===== config.mk =====
export PLATFORM = sky130hd
export DESIGN_NAME = cpu_uart_tx_flat
export DESIGN_NICKNAME = d
export VERILOG_FILES = /design/src/rtl/cpu_uart_tx_pkg.sv /design/src/rtl/cpu_uart_tx_if.sv /design/src/rtl/cpu_uart_tx_fifo.sv /design/src/rtl/cpu_uart_tx.sv /design/src/flat_wrapper.sv
export SDC_FILE = /design/constraint.sdc
export NUM_CORES = 1
export LEC_CHECK = 0
export BUFFER_PORTS_ARGS = -buffer_cell sky130_fd_sc_hd__buf_2
export CAP_MARGIN = 20
export CORE_ASPECT_RATIO = 1.2
export CORE_MARGIN = 5
export CORE_UTILIZATION = 55
export DETAILED_ROUTE_END_ITERATION = 10
export GPL_TIMING_DRIVEN = 0
export PLACE_DENSITY = 0.78
export SYNTH_ARGS = -nofsm -noshare
export SYNTH_HDL_FRONTEND = slang
export SYNTH_HIERARCHICAL = 1
export SYNTH_SLANG_ARGS = --single-unit

===== constraint.sdc =====
create_clock -name sysclk -period 4.68 [get_ports sysclk]
set_clock_uncertainty 0.2 [all_clocks]
set_input_delay 0 -clock sysclk [delete_from_list [all_inputs] [get_ports sysclk]]
set_output_delay 0 -clock sysclk [all_outputs]
set_load 0.02 [all_outputs]

===== src/rtl/cpu_uart_tx_pkg.sv =====
// Shared definitions for the memory-mapped UART transmitter: register
// offsets, STATUS bit positions, shift FSM states and a count helper.
package cpu_uart_tx_pkg;

  localparam int TXDATA_OFF = 0;
  localparam int STATUS_OFF = 4;

  localparam int STAT_FULL      = 0;
  localparam int STAT_EMPTY     = 1;
  localparam int STAT_BUSY      = 2;
  localparam int STAT_OVF       = 3;
  localparam int STAT_COUNT_LSB = 4;

  typedef enum logic [2:0] {
    ST_IDLE   = 3'd0,
    ST_START  = 3'd1,
    ST_DATA   = 3'd2,
    ST_PARITY = 3'd3,
    ST_STOP   = 3'd4
  } uart_state_t;

  // FIFO occupancy as firmware sees it: clipped to the 4-bit STATUS field
  function automatic logic [3:0] sat_count4(input int unsigned c);
    if (c > 15) return 4'hF;
    return c[3:0];
  endfunction

endpackage


===== src/rtl/cpu_uart_tx_if.sv =====
// CPU data-memory bus as seen by a memory-mapped peripheral.
// The core drives the master side, the peripheral the slave side.
interface cpu_uart_tx_if #(
  parameter int DMEM_ADDR_WIDTH = 12,
  parameter int DMEM_DATA_WIDTH = 32
);

  logic [DMEM_ADDR_WIDTH-1:0] mem_addr;
  logic [DMEM_DATA_WIDTH-1:0] mem_wdata;
  logic                       mem_we;
  logic                       mem_re;
  logic [DMEM_DATA_WIDTH-1:0] mem_rdata;

  modport master (
    output mem_addr, mem_wdata, mem_we, mem_re,
    input  mem_rdata
  );

  modport slave (
    input  mem_addr, mem_wdata, mem_we, mem_re,
    output mem_rdata
  );

endinterface


===== src/rtl/cpu_uart_tx_fifo.sv =====
// Synchronous byte FIFO for the UART transmitter. Pointers wrap modulo
// DEPTH (power of two); count is one bit wider than the pointers so that
// full and empty are distinguishable. Reset flushes the contents.
module cpu_uart_tx_fifo #(
  parameter int DEPTH = 8,
  parameter int WIDTH = 8
) (
  input  logic                     sysclk,
  input  logic                     rst,
  input  logic                     push,
  input  logic [WIDTH-1:0]         push_data,
  input  logic                     pop,
  output logic [WIDTH-1:0]         head,
  output logic                     full,
  output logic                     empty,
  output logic [$clog2(DEPTH):0]   count
);

  localparam int PW = $clog2(DEPTH);

  logic [WIDTH-1:0] mem [DEPTH];
  logic [PW-1:0]    wr_ptr;
  logic [PW-1:0]    rd_ptr;
  logic [PW:0]      cnt;
  logic             do_push;
  logic             do_pop;

  assign full    = (cnt == (PW+1)'(DEPTH));
  assign empty   = (cnt == '0);
  assign count   = cnt;
  assign head    = mem[rd_ptr];
  assign do_push = push && !full;
  assign do_pop  = pop && !empty;

  // Pointer and occupancy bookkeeping; a simultaneous push and pop leaves count unchanged
  always_ff @(posedge sysclk or negedge rst) begin
    if (!rst) begin
      wr_ptr <= '0;
      rd_ptr <= '0;
      cnt    <= '0;
    end else begin
      if (do_push) wr_ptr <= wr_ptr + 1'b1;
      if (do_pop)  rd_ptr <= rd_ptr + 1'b1;
      case ({do_push, do_pop})
        2'b10:   cnt <= cnt + 1'b1;
        2'b01:   cnt <= cnt - 1'b1;
        default: cnt <= cnt;
      endcase
    end
  end

  // Storage array; contents need no reset since the pointers define validity
  always_ff @(posedge sysclk) begin
    if (do_push) mem[wr_ptr] <= push_data;
  end

endmodule


===== src/rtl/cpu_uart_tx.sv =====
// Memory-mapped UART transmitter on the CPU data-memory bus.
// Stores to TXDATA queue bytes in a FIFO; the shift FSM sends them 8N1,
// LSB first. STATUS exposes count/ovf/busy/empty/full for polling.
// Optional build macro: UART_PARITY_EN adds an even-parity bit after the data.
module cpu_uart_tx
  import cpu_uart_tx_pkg::*;
#(
  parameter int                         DMEM_ADDR_WIDTH = 12,
  parameter int                         DMEM_DATA_WIDTH = 32,
  parameter logic [DMEM_ADDR_WIDTH-1:0] BASE_ADDR       = 12'hF00,
  parameter int                         CLK_DIV         = 868,
  parameter int                         FIFO_DEPTH      = 8
) (
  input  logic         sysclk,
  input  logic         rst,
  cpu_uart_tx_if.slave bus,
  output logic         tx,
  output logic         tx_busy
);

  localparam int CNT_W = $clog2(CLK_DIV);
  localparam int CW    = $clog2(FIFO_DEPTH) + 1;
  localparam logic [CNT_W-1:0] RELOAD = CNT_W'(CLK_DIV - 1);
  localparam logic [DMEM_ADDR_WIDTH-1:0] TXDATA_ADDR = BASE_ADDR + DMEM_ADDR_WIDTH'(TXDATA_OFF);
  localparam logic [DMEM_ADDR_WIDTH-1:0] STATUS_ADDR = BASE_ADDR + DMEM_ADDR_WIDTH'(STATUS_OFF);

  logic                       hit_txdata;
  logic                       hit_status;
  logic                       wr_txdata;
  logic                       push;
  logic                       pop;
  logic                       ovf;
  logic [7:0]                 fifo_head;
  logic                       fifo_full;
  logic                       fifo_empty;
  logic [CW-1:0]              fifo_count;
  logic [DMEM_DATA_WIDTH-1:0] status_word;
  logic                       unused_wdata;

  uart_state_t      state, state_next;
  logic [CNT_W-1:0] baud_cnt, baud_cnt_next;
  logic [7:0]       shift, shift_next;
  logic [2:0]       bit_idx, bit_idx_next;
  logic             tx_q, tx_next;
  logic             wrap;
  logic             load;
`ifdef UART_PARITY_EN
  logic             parity, parity_next;
`endif

  assign hit_txdata   = (bus.mem_addr == TXDATA_ADDR);
  assign hit_status   = (bus.mem_addr == STATUS_ADDR);
  assign wr_txdata    = bus.mem_we && hit_txdata;
  assign push         = wr_txdata && !fifo_full;
  assign unused_wdata = ^bus.mem_wdata[DMEM_DATA_WIDTH-1:8];

  assign tx      = tx_q;
  assign tx_busy = (state != ST_IDLE) || !fifo_empty;
  assign wrap    = (baud_cnt == '0);

  cpu_uart_tx_fifo #(
    .DEPTH (FIFO_DEPTH),
    .WIDTH (8)
  ) u_fifo (
    .sysclk    (sysclk),
    .rst       (rst),
    .push      (push),
    .push_data (bus.mem_wdata[7:0]),
    .pop       (pop),
    .head      (fifo_head),
    .full      (fifo_full),
    .empty     (fifo_empty),
    .count     (fifo_count)
  );

  // Sticky overflow: a store to a full FIFO sets it, any store to STATUS clears it
  always_ff @(posedge sysclk or negedge rst) begin
    if (!rst) begin
      ovf <= 1'b0;
    end else if (wr_txdata && fifo_full) begin
      ovf <= 1'b1;
    end else if (bus.mem_we && hit_status) begin
      ovf <= 1'b0;
    end
  end

  // Assemble the STATUS word from the current (pre-edge) FIFO and line state
  always_comb begin
    status_word = '0;
    status_word[STAT_COUNT_LSB +: 4] = sat_count4(32'(fifo_count));
    status_word[STAT_OVF]   = ovf;
    status_word[STAT_BUSY]  = tx_busy;
    status_word[STAT_EMPTY] = fifo_empty;
    status_word[STAT_FULL]  = fifo_full;
  end

  // Registered load data: updated only on a load strobe, held otherwise
  always_ff @(posedge sysclk or negedge rst) begin
    if (!rst) begin
      bus.mem_rdata <= '0;
    end else if (bus.mem_re) begin
      bus.mem_rdata <= hit_status ? status_word : '0;
    end
  end

  // Shift FSM next-state logic; a frame is loaded from IDLE or straight out of STOP
  always_comb begin
    state_next    = state;
    baud_cnt_next = baud_cnt;
    shift_next    = shift;
    bit_idx_next  = bit_idx;
    tx_next       = tx_q;
    pop           = 1'b0;
    load          = 1'b0;
`ifdef UART_PARITY_EN
    parity_next   = parity;
`endif

    if (state != ST_IDLE) begin
      baud_cnt_next = wrap ? RELOAD : baud_cnt - 1'b1;
    end

    case (state)
      ST_IDLE: begin
        load = !fifo_empty;
      end
      ST_START: begin
        if (wrap) begin
          state_next   = ST_DATA;
          tx_next      = shift[0];
          shift_next   = {1'b0, shift[7:1]};
          bit_idx_next = 3'd0;
        end
      end
      ST_DATA: begin
        if (wrap) begin
          if (bit_idx == 3'd7) begin
`ifdef UART_PARITY_EN
            state_next = ST_PARITY;
            tx_next    = parity;
`else
            state_next = ST_STOP;
            tx_next    = 1'b1;
`endif
          end else begin
            bit_idx_next = bit_idx + 3'd1;
            tx_next      = shift[0];
            shift_next   = {1'b0, shift[7:1]};
          end
        end
      end
      ST_PARITY: begin
        if (wrap) begin
          state_next = ST_STOP;
          tx_next    = 1'b1;
        end
      end
      ST_STOP: begin
        if (wrap) begin
          if (!fifo_empty) begin
            load = 1'b1;
          end else begin
            state_next = ST_IDLE;
            tx_next    = 1'b1;
          end
        end
      end
      default: begin
        state_next = ST_IDLE;
        tx_next    = 1'b1;
      end
    endcase

    if (load) begin
      pop           = 1'b1;
      shift_next    = fifo_head;
      state_next    = ST_START;
      baud_cnt_next = RELOAD;
      tx_next       = 1'b0;
`ifdef UART_PARITY_EN
      parity_next   = ^fifo_head;
`endif
    end
  end

  // Shift FSM registers; reset forces the line idle and abandons any frame
  always_ff @(posedge sysclk or negedge rst) begin
    if (!rst) begin
      state    <= ST_IDLE;
      baud_cnt <= '0;
      shift    <= '0;
      bit_idx  <= '0;
      tx_q     <= 1'b1;
`ifdef UART_PARITY_EN
      parity   <= 1'b0;
`endif
    end else begin
      state    <= state_next;
      baud_cnt <= baud_cnt_next;
      shift    <= shift_next;
      bit_idx  <= bit_idx_next;
      tx_q     <= tx_next;
`ifdef UART_PARITY_EN
      parity   <= parity_next;
`endif
    end
  end

endmodule


===== src/flat_wrapper.sv =====
// flat-port wrapper written by rule: the top's interface ports become plain ports
module cpu_uart_tx_flat import cpu_uart_tx_pkg::*;
#(
  parameter int                         DMEM_ADDR_WIDTH = 12,
  parameter int                         DMEM_DATA_WIDTH = 32,
  parameter logic [DMEM_ADDR_WIDTH-1:0] BASE_ADDR       = 12'hF00,
  parameter int                         CLK_DIV         = 868,
  parameter int                         FIFO_DEPTH      = 8
)
  (sysclk, rst, tx, tx_busy, bus_mem_addr, bus_mem_wdata, bus_mem_we, bus_mem_re, bus_mem_rdata);
  cpu_uart_tx_if #(.DMEM_ADDR_WIDTH(DMEM_ADDR_WIDTH), .DMEM_DATA_WIDTH(DMEM_DATA_WIDTH)) bus_i ();
  input  logic sysclk;
  input  logic rst;
  output logic tx;
  output logic tx_busy;
  input wire logic [$bits(bus_i.mem_addr)-1:0] bus_mem_addr;
  input wire logic [$bits(bus_i.mem_wdata)-1:0] bus_mem_wdata;
  input wire logic [$bits(bus_i.mem_we)-1:0] bus_mem_we;
  input wire logic [$bits(bus_i.mem_re)-1:0] bus_mem_re;
  output wire logic [$bits(bus_i.mem_rdata)-1:0] bus_mem_rdata;
  assign bus_i.mem_addr = bus_mem_addr;
  assign bus_i.mem_wdata = bus_mem_wdata;
  assign bus_i.mem_we = bus_mem_we;
  assign bus_i.mem_re = bus_mem_re;
  assign bus_mem_rdata = bus_i.mem_rdata;
  cpu_uart_tx #(.DMEM_ADDR_WIDTH(DMEM_ADDR_WIDTH), .DMEM_DATA_WIDTH(DMEM_DATA_WIDTH), .BASE_ADDR(BASE_ADDR), .CLK_DIV(CLK_DIV), .FIFO_DEPTH(FIFO_DEPTH)) u_core (.sysclk(sysclk), .rst(rst), .bus(bus_i), .tx(tx), .tx_busy(tx_busy));
endmodule

=== Word-level counts from Yosys, hierarchy flattened ===
Memory sizes are Yosys's and may differ from the RTL's.
Index checks and enable logic that the tools add are counted.

* Add/sub/neg operators: 6
* Equality and inequality tests: 21
* Muxes and demuxes: 38
* Reduce and logical (&&, ||, !) cells: 22

{| class="wikitable"
|+ Operator list
! kind !! count
|-
| 8-bit 2-to-1 mux || 5
|-
| 10-bit 2-to-1 mux || 3
|-
| 3-bit 2-to-1 mux || 10
|-
| 12-bit == test, second input constant || 2
|-
| 3-bit by 1-bit != test with 1-bit output, second input constant || 6
|-
| 8-bit one-hot mux with 2 select lines || 1
|-
| 3-bit one-hot mux with 5 select lines || 1
|-
| 1-bit 2-to-1 mux || 14
|-
| 10-bit logical NOT || 1
|-
| 10-bit by 1-bit subtractor with 10-bit output, second input constant || 1
|-
| 3-bit by 1-bit adder with 3-bit output, second input constant || 3
|-
| 4-bit one-hot mux with 2 select lines || 1
|-
| 4-bit AND reduction || 2
|-
| 2-bit nonzero test || 4
|-
| 7-bit AND reduction || 1
|-
| 3-bit by 2-bit == test with 1-bit output, second input constant || 2
|-
| 3-bit == test, second input constant || 2
|-
| 1-bit logical AND || 6
|-
| 2-bit by 1-bit != test with 1-bit output, second input constant || 3
|-
| 3-bit one-hot mux with 2 select lines || 1
|-
| 6-bit AND reduction || 1
|-
| 3-bit nonzero test || 2
|-
| 1-bit one-hot mux with 5 select lines || 1
|-
| 4-bit by 1-bit adder with 4-bit output, second input constant || 1
|-
| 12 further kinds || 13
|}

* Flip-flop bits (word level): 68
* Bits in writable memories: 64
* Bits of input ports: 48
* Output and inout port bits: 34
* Logic and storage cells: 98
* Memories kept: 1

{| class="wikitable"
|+ Memories
! memory !! words !! width !! rd ports !! clocked after memory_dff !! write ports !! RTL line !! source
|-
| u_core.u_fifo.mem || 8 || 8 || 1 || 0 || 1 || cpu_uart_tx_fifo.sv:21 || <nowiki>logic [WIDTH-1:0] mem [DEPTH];</nowiki>
|}

=== Longest topological paths before layout ===
Gate-level depths: netlist of run 1.

* Word-level depth: 8
* Gate-level depth with buffers: 13

=== Cells and area by module ===
Netlist of run 1, hierarchy kept.

{| class="wikitable"
|+ Modules (own cells, without submodules)
! module !! times used !! cells an instance !! area an instance (µm²) !! seq. area each (µm²)
|-
| cpu_uart_tx_fifo || 1 || 160 || 3124.2 || 2172.1
|-
| cpu_uart_tx || 1 || 185 || 1934.4 || 852.1
|}

=== Worst setup path before layout of run 1 ===
No wires, ideal clock.

* Path kind: register -> register
* Start: reg u_core.u_fifo.cnt[0] (netlist: u_core/u_fifo/count[0])
* End: reg u_core.u_fifo.cnt[3] (netlist: u_core/u_fifo/count[3])
* Library setup time: 134 ps
* Arrival time: 3182 ps
* Slack: 1164 ps
* Cell stages (with the launch flop): 12
* Buffers on the path: 1
* Period minus slack after synthesis: 3516 ps
* Path through: dfrtp_1 nor4_1 or3_1 buf_2 nor2_1 o41ai_1 inv_1 ha_1 ha_1 or4b_2 o311ai_0 o211ai_1

* Cells in the longest elaborated chain, start to end: 8

{| class="wikitable"
|+ Ends and longest elaborated chain
! what !! RTL line !! source
|-
| start: declaration || cpu_uart_tx_fifo.sv:24 || <nowiki>logic [PW:0] cnt;</nowiki>
|-
| start signal: assignment || cpu_uart_tx_fifo.sv:45 || <nowiki>2'b10: cnt <= cnt + 1'b1;</nowiki>
|-
| start signal: assignment || cpu_uart_tx_fifo.sv:46 || <nowiki>2'b01: cnt <= cnt - 1'b1;</nowiki>
|-
| start signal: assignment || cpu_uart_tx_fifo.sv:47 || <nowiki>default: cnt <= cnt;</nowiki>
|-
| 4-bit logical NOT * || cpu_uart_tx_fifo.sv:29 || <nowiki>assign empty = (cnt == '0);</nowiki>
|-
| via u_core.fifo_empty || cpu_uart_tx.sv:35 || <nowiki>logic fifo_empty;</nowiki>
|-
| 1-bit 2-to-1 mux || cpu_uart_tx.sv:160 || <nowiki>if (!fifo_empty) begin</nowiki>
|-
| 1-bit 2-to-1 mux || cpu_uart_tx.sv:159 || <nowiki>if (wrap) begin</nowiki>
|-
| 1-bit one-hot mux with 2 select lines * || cpu_uart_tx.sv:123 || <nowiki>case (state)</nowiki>
|-
| via u_core.load || cpu_uart_tx.sv:46 || <nowiki>logic load;</nowiki>
|-
| 1-bit 2-to-1 mux * || cpu_uart_tx.sv:174 || <nowiki>if (load) begin</nowiki>
|-
| 1-bit logical AND * || cpu_uart_tx_fifo.sv:33 || <nowiki>assign do_pop = pop && !empty;</nowiki>
|-
| via u_core.u_fifo.do_pop || cpu_uart_tx_fifo.sv:26 || <nowiki>logic do_pop;</nowiki>
|-
| 2-bit by 1-bit == test with 1-bit output or 2-bit == test (tied branches) || cpu_uart_tx_fifo.sv:44 || <nowiki>case ({do_push, do_pop})</nowiki>
|-
| 4-bit one-hot mux with 2 select lines or 2-bit nonzero test (tied branches) || -- ||
|}

The timed path passes the listed nets; every way through them passes the cells marked *.
A chain may end at the register's enable or synchronous reset.

=== Worst setup path after layout of run 1 ===
Same ends and word-level chain as after synthesis.

==> results.ini, run 1 <==
[pwr]
p_sw_share_pct=22.2
seqPwrFrac_pct=60.4
p_switching_mw=0.371
clock_power_share_pct=35.5
combPwrFrac_pct=4.2
p_int_mw=1.30
power-per-cell-area_nw_per_um2=286
ir_drop_mv=0.207
leakage_nw=2.32

[placement]
gp_congestion=0.742
place_area_um2=5480
port_buffers=33
dp_cells=523
post-dp-hpwl_mm=6.31

[synth]
synth-warning-count=6
synth-async-reset-ratio_pct=40.7
syn_area_per_cell_um2=14.7
synth_cells=345
syn-cell-area_um2=5060
ys_ff_latch=108
yosysUniqueCellTypes=61
synth_top_flop_cell=edfxtp_1
seq_area_frac_synth_pct=59.8
synth-edff-count=64

[drt]
antenna_left=0
drc=0
drt_wl_total_mm=8.98
wl_per_cell_um=16.2
avgViaCountPerCell=5.38
drt_first_pass_iters=5
drtIter0Drc=104
vias=2987

[die]
std_cell_rows=38
chipHeight_um=115
die_area_um2=11200
die_w_um=97.5
core_region_area_um2=9030
io_pins=82
start_util_pct=56.0

[cts]
post_cts_resized=0
clkSinkCount=108
numCtsBuffers=9
cts_tree=built
ctsHtreeMaxLevel=3
clk_latency_ns=0.36
clockRootBuffer=clkbuf_8
clk_path_buf_depth=2
clkSlewWorstSetupHoldPaths_ns=0.10

[cells_and_area]
stdcell_count=555
num_antenna_cells=0
drive_gt1_share_pct=26.4
final_area_um2=5860
multi_input_area_um2=1800
regArea_um2=3020
fin_nets=487
nFillCells=661
final_core_util_pct=64.8
area_growth_pct=15.8

[critical_path]
cp.arrival_ns=4.20
cp-startpoint=u_core/u_fifo/count[0]
r2r-end=u_core/u_fifo/count[3]
worstSetupPathType=register to register
cp.required_ns=4.72
critPathMaxFanout=10
cp-start-kind=register
crit_end=u_core/u_fifo/count[3]
r2r.worst_path.cells=11
r2r_slack_ns=0.52
r2r_start=u_core/u_fifo/count[0]
worstSetupEndpointType=register

[timing]
finalHoldViolCount=0
final-setup-viol-count=0
post-route-period-util_pct=89.0
relSlewSlack_pct=32.7
max_freq_mhz=240
max_slew.worst_pin.slew_ns=1.00
period_needed_ns=4.16
slew_viol_final=0
timing.setup.tns_ns=0
rsz0062_at_grt=no

[global_route]
grt_pass1_vias=2947
antenna_found_initial=0
grt_max_degree=45
grt-ovfl-total=0
grt_pass1_wl_mm=14.8
grt_util_all_layers_pct=16.7

[status]
status=complete, no violations

[min_path]
holdCritPathClass=input port to register
min_from=bus_mem_addr[5]

[flow_run]
drv_cap=0

-- per-stage QoR --
stage	worst slack, ns	hold slack [ns]	total power, mW
CTS	0.461	0.157	1.69
global placement	0.428	0.00887	1.09
global route	0.173	0.226	1.75
detailed placement	0.482	0.0149	1.09
floorplan	1.16	-0.496	1.07
finish	0.515	0.212	1.67
-- critical path: stages (launching register included) --
cell      delay, ns
dfrtp_1        0.48
nor4_1         0.88
or3_1          0.29
buf_2          0.24
nor2_1         0.08
o41ai_1        0.14
inv_1          0.17
ha_1           0.32
ha_1           0.37
or4b_2         0.63
o311ai_0       0.12
o211ai_1       0.13
-- final cells by class --
cell class              instances  share of cell area, %
clock inverters                 7                   1.52
plain buffers                  37                   4.57
multi-input cells             209                   30.7
well taps                     120                   2.56
repair buffers                 51                   5.98
inverters                      14                  0.897
flip-flops and latches        108                   51.6
clock buffers                   9                   2.11
-- cell families (layout without fill, tap and decap cells) --
kind of cell,count (synthesis),after routing,synth area share [%]
muxes,27,27,10.7
DFF,108,108,59.8
other,1,24,0.0741
adders and majority gates,10,10,2.57
buffers and inverters,51,118,6.33
AOI/OAI and AO/OA,54,54,8.48
xor gates and xnor gates,13,13,2.25
and+or+nand+nor,81,81,9.77
-- routing by layer --
| layer | routed length (um) | up-vias | GRT usage, % |
|---|---|---|---|
| li1 | - | 1448 | - |
| met2 | 4790 | 62 | 30.2 |
| met5 | 0 | - | 0 |
| met4 | 96 | 0 | 4.25 |
| met3 | 377 | 10 | 3.16 |
| met1 | 3720 | 1467 | 20.7 |
-- registers in the layout, summed over array words and instances, names as in the netlist, 4 cells and up --
name / flops
u_core/bus.mem_rdata: 8
u_core/baud_cnt: 10
u_core/u_fifo/count: 4
u_core/u_fifo/mem: 64
u_core/shift: 8
-- power groups by stage --
stage | combinational (mW) | sequential [mW] | clock [mW]
floorplan | 0.0345 | 1.03 | 0
global placement | 0.0570 | 1.03 | 0
detailed placement | 0.0588 | 1.03 | 0
CTS | 0.0663 | 1.01 | 0.613
global route | 0.0769 | 1.01 | 0.659
finish | 0.0696 | 1.01 | 0.594
-- how the worst min path moves through the flow --
stage                         endpoint  slack (ns)  cells after the start
6_report       u_core/bus.mem_rdata[0]        0.21                      6
3_5_place_dp                u_core/ovf        0.01                      2
3_3_place_gp           u_core/state[2]       0.009                      1
4_1_cts             u_core/baud_cnt[4]        0.16                      2
5_1_grt        u_core/bus.mem_rdata[6]        0.23                      6
2_1_floorplan       u_core/baud_cnt[0]       -0.50                      0
-- cells in the mapped netlist, drive strengths merged (5+ instances only) --
master	count	area share, %
a22o	8	1.6
mux4	16	8.3
buf	34	5.1
nor2	18	1.3
o32a	7	1.4
dfrtp	43	21
a31oi	5	0.62
xnor2	9	1.6
o21a	8	1.2
ha	8	2.0
nor4	5	0.87
edfxtp	64	38
nand2	18	1.3
nor3	6	0.69
o21ai	8	0.79
inv	14	1.0
nor3b	5	0.74
nand3	7	0.69
mux2	10	2.2
-- repair_timing --
action | in CTS | in global routing
buffers inserted | 0 | 0
endpoints found under the hold margin | 119 | 5
hold buffers | 14 | 1
-- placed cells by master, fill, tap and decap left out, drive strengths merged, types with 4 or more instances in the layout --
master        n
buf          70
ha            8
a22o          8
mux2         10
nor3          6
o32a          7
nor4          5
edfxtp       64
dfrtp        43
clkbuf       12
nor2         18
mux4         16
xnor2         9
nor4b         4
conb         24
a31oi         5
nand3         7
xor2          4
o21a          8
nor3b         5
o21ai         8
inv          19
nand2b        4
dlygate4sd3  15
nand2        18
Note: power is estimated with default switching activity, not from simulation.
==> run 2, diff against run 1 <==
- PLACE_DENSITY: 0.78 -> not set
- PLACE_DENSITY_LB_ADDON: not set -> 0.15
==> run 2 against run 1 <==
Net effect: final area decreased by 0.73%; sequential share of layout area up 0.38 points; maximum frequency down 2.3%.
==> results.ini, run 2 (synthesized netlist as in run 1, its figures left out) <==
[cells_and_area]
reg_top3=u_core/u_fifo/mem (64), u_core/baud_cnt (10)
largest_reg_flops=64
fin_nets=487
most-common-layout-cells=edfxtp_1, dfrtp_1, buf_2
num_antenna_cells=0
top_register=u_core/u_fifo/mem
area_growth_pct=15.0
final_common_cell=edfxtp_1
drive_gt1_share_pct=26.2
stdcell_count=555

[pwr]
leakage_nw=2.31
clock_power_share_pct=32.4
p_switching_mw=0.359
combPwrFrac_pct=4.3
p_total_mw=1.59
p_sw_share_pct=22.5
p_int_mw=1.24
ir_drop_mv=0.236
power-per-cell-area_nw_per_um2=274
seqPwrFrac_pct=63.3

[min_path]
holdCritPathClass=input port to register

[drt]
vias=3000
drt_wl_total_mm=9.07
drtIter0Drc=74
wl_per_cell_um=16.3
avgViaCountPerCell=5.41
drc=0
antenna_left=0
drt_first_pass_iters=4

[die]
io_pins=82
chipHeight_um=115
die_w_um=97.5
die_area_um2=11200
start_util_pct=56.0
core_region_area_um2=9030
std_cell_rows=38

[global_route]
antenna_found_initial=0
grt_util_all_layers_pct=17.0
grt_pass1_vias=3046
grt_pass1_wl_mm=15.0
grt_max_degree=45
grt-ovfl-total=0

[timing]
max_freq_mhz=235
final-setup-viol-count=0
relSlewSlack_pct=28.7
post-route-period-util_pct=91.1
timing.setup.tns_ns=0
rsz0062_at_grt=no
max_slew.worst_pin.slew_ns=1.06
slew_viol_final=0
hold_slack_ns=0.198
period_needed_ns=4.26
finalHoldViolCount=0

[critical_path]
cp.arrival_ns=4.31
r2r-end=u_core/u_fifo/count[3]
worstSetupEndpointType=register
cp-startpoint=u_core/u_fifo/count[0]
critPathMaxFanout=10
r2r_slack_ns=0.42
worstSetupPathType=register to register
cp-start-kind=register
r2r_start=u_core/u_fifo/count[0]
crit_end=u_core/u_fifo/count[3]
cp.required_ns=4.73
r2r.worst_path.cells=11

[cts]
clkSinkCount=108
clkSlewWorstSetupHoldPaths_ns=0.10
cts_tree=built
clockRootBuffer=clkbuf_8
clk_path_buf_depth=2
ctsHtreeMaxLevel=3
clk_latency_ns=0.37
numCtsBuffers=9

[flow_run]
drv_cap=0

[placement]
gp_congestion=0.783
post-dp-hpwl_mm=6.42
port_buffers=33
dp_cells=523

[status]
status=complete, no violations

## run 2: worst min-delay path by stage
stage	start	to	slack [ns]	cells past startpoint
after floorplan	rst	u_core/baud_cnt[0]	-0.50	0
after global placement	rst	u_core/state[1]	0.03	1
after detailed placement	rst	u_core/state[1]	0.02	1
after CTS	rst	u_core/state[1]	0.14	2
after global routing	bus_mem_addr[8]	u_core/bus.mem_rdata[4]	0.21	6
final	bus_mem_addr[8]	u_core/bus.mem_rdata[1]	0.20	6
## run 2: power groups by stage
stage | logic, mW | clock network (mW) | registers [mW]
final | 0.0691 | 0.516 | 1.01
after global routing | 0.0767 | 0.570 | 1.01
after CTS | 0.0660 | 0.536 | 1.01
after detailed placement | 0.0584 | 0 | 1.03
after global placement | 0.0572 | 0 | 1.03
after floorplan | 0.0345 | 0 | 1.03
## run 2: per-stage QoR
step | util (%) | area (um2) | worst slack [ns]
2_1_floorplan | - | 5140 | 1.16
3_3_place_gp | 60.4 | 5460 | 0.429
3_5_place_dp | 60.6 | 5470 | 0.403
4_1_cts | 64.0 | 5790 | 0.394
5_1_grt | 64.4 | 5820 | 0.132
6_report | 64.4 | 5820 | 0.418
## run 2: what timing repair did
item,4_1_cts,5_1_grt
hold buffers,14,1
hold endpoints to repair,119,17
buffers inserted,0,0
resized for setup,0,0
## run 2: critical path, stage by stage (launching register included)
cell and delay [ns]:
dfrtp_1 0.49, nor4_1 0.93, or3_1 0.30, buf_2 0.24
nor2_1 0.08, o41ai_1 0.15, inv_1 0.18, ha_1 0.32
ha_1 0.38, or4b_2 0.65, o311ai_0 0.12, o211ai_1 0.12
## run 2: per-layer routing
metal / up-vias / track usage (%) / wire length (um)
met5: - / 0 / 0
met4: 0 / 6.65 / 104
met3: 8 / 3.58 / 417
met2: 66 / 30.5 / 4710
met1: 1471 / 20.3 / 3840
li1: 1455 / - / -
## run 2: layout make-up
| class | count | area [um2] |
|---|---|---|
| multi-input combinational | 209 | 1800 |
| timing repair buffer | 51 | 345 |
| tap | 120 | 150 |
| clock buffer | 9 | 124 |
| sequential | 108 | 3020 |
| buffer | 37 | 268 |
| inverter | 14 | 52.6 |
| fill | 708 | 3220 |
| clock inverter | 7 | 51.3 |
==> run 3, diff against run 2 <==
- BUFFER_PORTS_ARGS: -buffer_cell sky130_fd_sc_hd__buf_2 -> not set
- DONT_BUFFER_PORTS: not set -> 1
==> run 3 against run 2 <==
Net effect: register-to-register slack better by 0.34 ns; global-route usage down 0.40 points; clock power up 20%; die area unchanged; critical path type unchanged; highest routed layer unchanged.
==> results.ini, run 3 (synthesized netlist as in run 1, its figures left out) <==
[status]
status=complete, no violations

[global_route]
grt_util_all_layers_pct=16.6
grt_pass1_vias=2834
grt-ovfl-total=0
grt_pass1_wl_mm=14.5
antenna_found_initial=0
grt_max_degree=44

[timing]
post-route-period-util_pct=83.8
setup_ws_ns=0.760
hold_slack_ns=0.0850
max_slew.worst_pin.slew_ns=0.844
slew_viol_final=0
finalHoldViolCount=0
rsz0062_at_grt=no
final-setup-viol-count=0
timing.setup.tns_ns=0
period_needed_ns=3.92
relSlewSlack_pct=43.5
max_freq_mhz=255

[cells_and_area]
nFillCells=696
top_register=u_core/u_fifo/mem
stdcell_count=523
drive_gt1_share_pct=20.6
reg_top3=u_core/u_fifo/mem (64), u_core/baud_cnt (10)
most-common-layout-cells=edfxtp_1, dfrtp_1, buf_4, conb_1
final_core_util_pct=63.5
largest_reg_flops=64
num_antenna_cells=0
final_common_cell=edfxtp_1
fin_nets=456
area_growth_pct=13.4
final_area_um2=5740

[cts]
clkSinkCount=108
cts_tree=built
post_cts_buffers=0
clockRootBuffer=clkbuf_8
clk_path_buf_depth=2
clkSlewWorstSetupHoldPaths_ns=0.10
clk_latency_ns=0.36
numCtsBuffers=9
ctsHtreeMaxLevel=3

[die]
core_region_area_um2=9030
chipHeight_um=115
die_area_um2=11200
io_pins=82
die_w_um=97.5
std_cell_rows=38
start_util_pct=56.0

[drt]
wl_per_cell_um=17.0
vias=2891
routed-wl-met3_um=453
met2_length_mm=4.37
drtIter0Drc=66
avgViaCountPerCell=5.53
antenna_left=0
drc=0
drt_wl_total_mm=8.91
drt_first_pass_iters=4
dr.max_layer_used=met4
met1Wirelength_mm=3.93

[critical_path]
worstSetupPathType=register to register
cp-start-kind=register
cp.required_ns=4.72
cp-startpoint=u_core/u_fifo/count[0]
r2r_start=u_core/u_fifo/count[0]
cp.arrival_ns=3.96
worstSetupEndpointType=register
critPathMaxFanout=10

[placement]
dp_cells=490
preCtsSetupSlack_ns=0.341
place_area_um2=5310
post-dp-hpwl_mm=6.15
gp_congestion=0.775
port_buffers=0

[flow_run]
drv_cap=0

[pwr]
power-per-cell-area_nw_per_um2=295
ir_drop_mv=0.248
leakage_nw=2.20
p_total_mw=1.69

[min_path]
min_from=bus_mem_we
holdCritPathClass=input port to register

[run 3: cell count changes in the layout (fill, tap and decap cells not counted), sizes merged]
| cell | previous run | this run |
|---|---|---|
| clkbuf | 12 | 13 |
| buf | 70 | 38 |
| bufinv | 0 | 2 |
| clkinv | 4 | 1 |
[run 3: path summary, 6_finish.rpt]
kind                                            to  slack (ns)  depth (start not counted)
setup / recovery            u_core/u_fifo/count[3]        0.76                         12
hold / removal                          u_core/ovf        0.08                          2
setup reg to reg            u_core/u_fifo/count[3]        0.76                         12
hold reg to reg                  u_core/bit_idx[2]        0.30                          2
max in group asynchronous  u_core/bus.mem_rdata[3]        3.50                          4
min in group asynchronous       u_core/baud_cnt[1]        0.55                          4
[run 3: critical path: stages, from the launching register on]
cell,delay [ns]
dfrtp_1,0.49
nor4_1,0.43
clkbuf_2,0.26
or3_1,0.19
buf_2,0.24
nor2_1,0.08
o41ai_1,0.14
inv_1,0.17
ha_1,0.32
ha_1,0.37
or4b_2,0.64
o311ai_0,0.12
o211ai_1,0.13
[run 3: area by class of cell]
class / count / area [um2] / area share (%)
Timing Repair Buffer: 20 / 220 / 3.84
Tap cell: 120 / 150 / 2.62
Multi-Input combinational cell: 209 / 1800 / 31.4
Clock buffer: 9 / 124 / 2.16
Buffer: 37 / 268 / 4.67
Inverter: 14 / 52.6 / 0.916
Clock inverter: 6 / 96.3 / 1.68
Sequential cell: 108 / 3020 / 52.7
[run 3: where the power goes]
part / leakage (nW) / total, mW / switching [mW] / internal (mW)
Sequential: 1.12 / 1.01 / 0.000420 / 1.01
Clock: 0.108 / 0.620 / 0.315 / 0.305
Combinational: 0.975 / 0.0645 / 0.0378 / 0.0267
Total: 2.20 / 1.69 / 0.353 / 1.34
[run 3: timing repair]
action,in CTS,in global routing
resized for setup,0,0
hold buffers,17,0
endpoints found under the hold margin,124,0
[run 3: routing by layer]
metal | track usage (%) | up-vias
li1 | - | 1388
met1 | 21.2 | 1420
met5 | 0 | -
met3 | 4.19 | 11
met4 | 6.09 | 0
met2 | 27.9 | 72
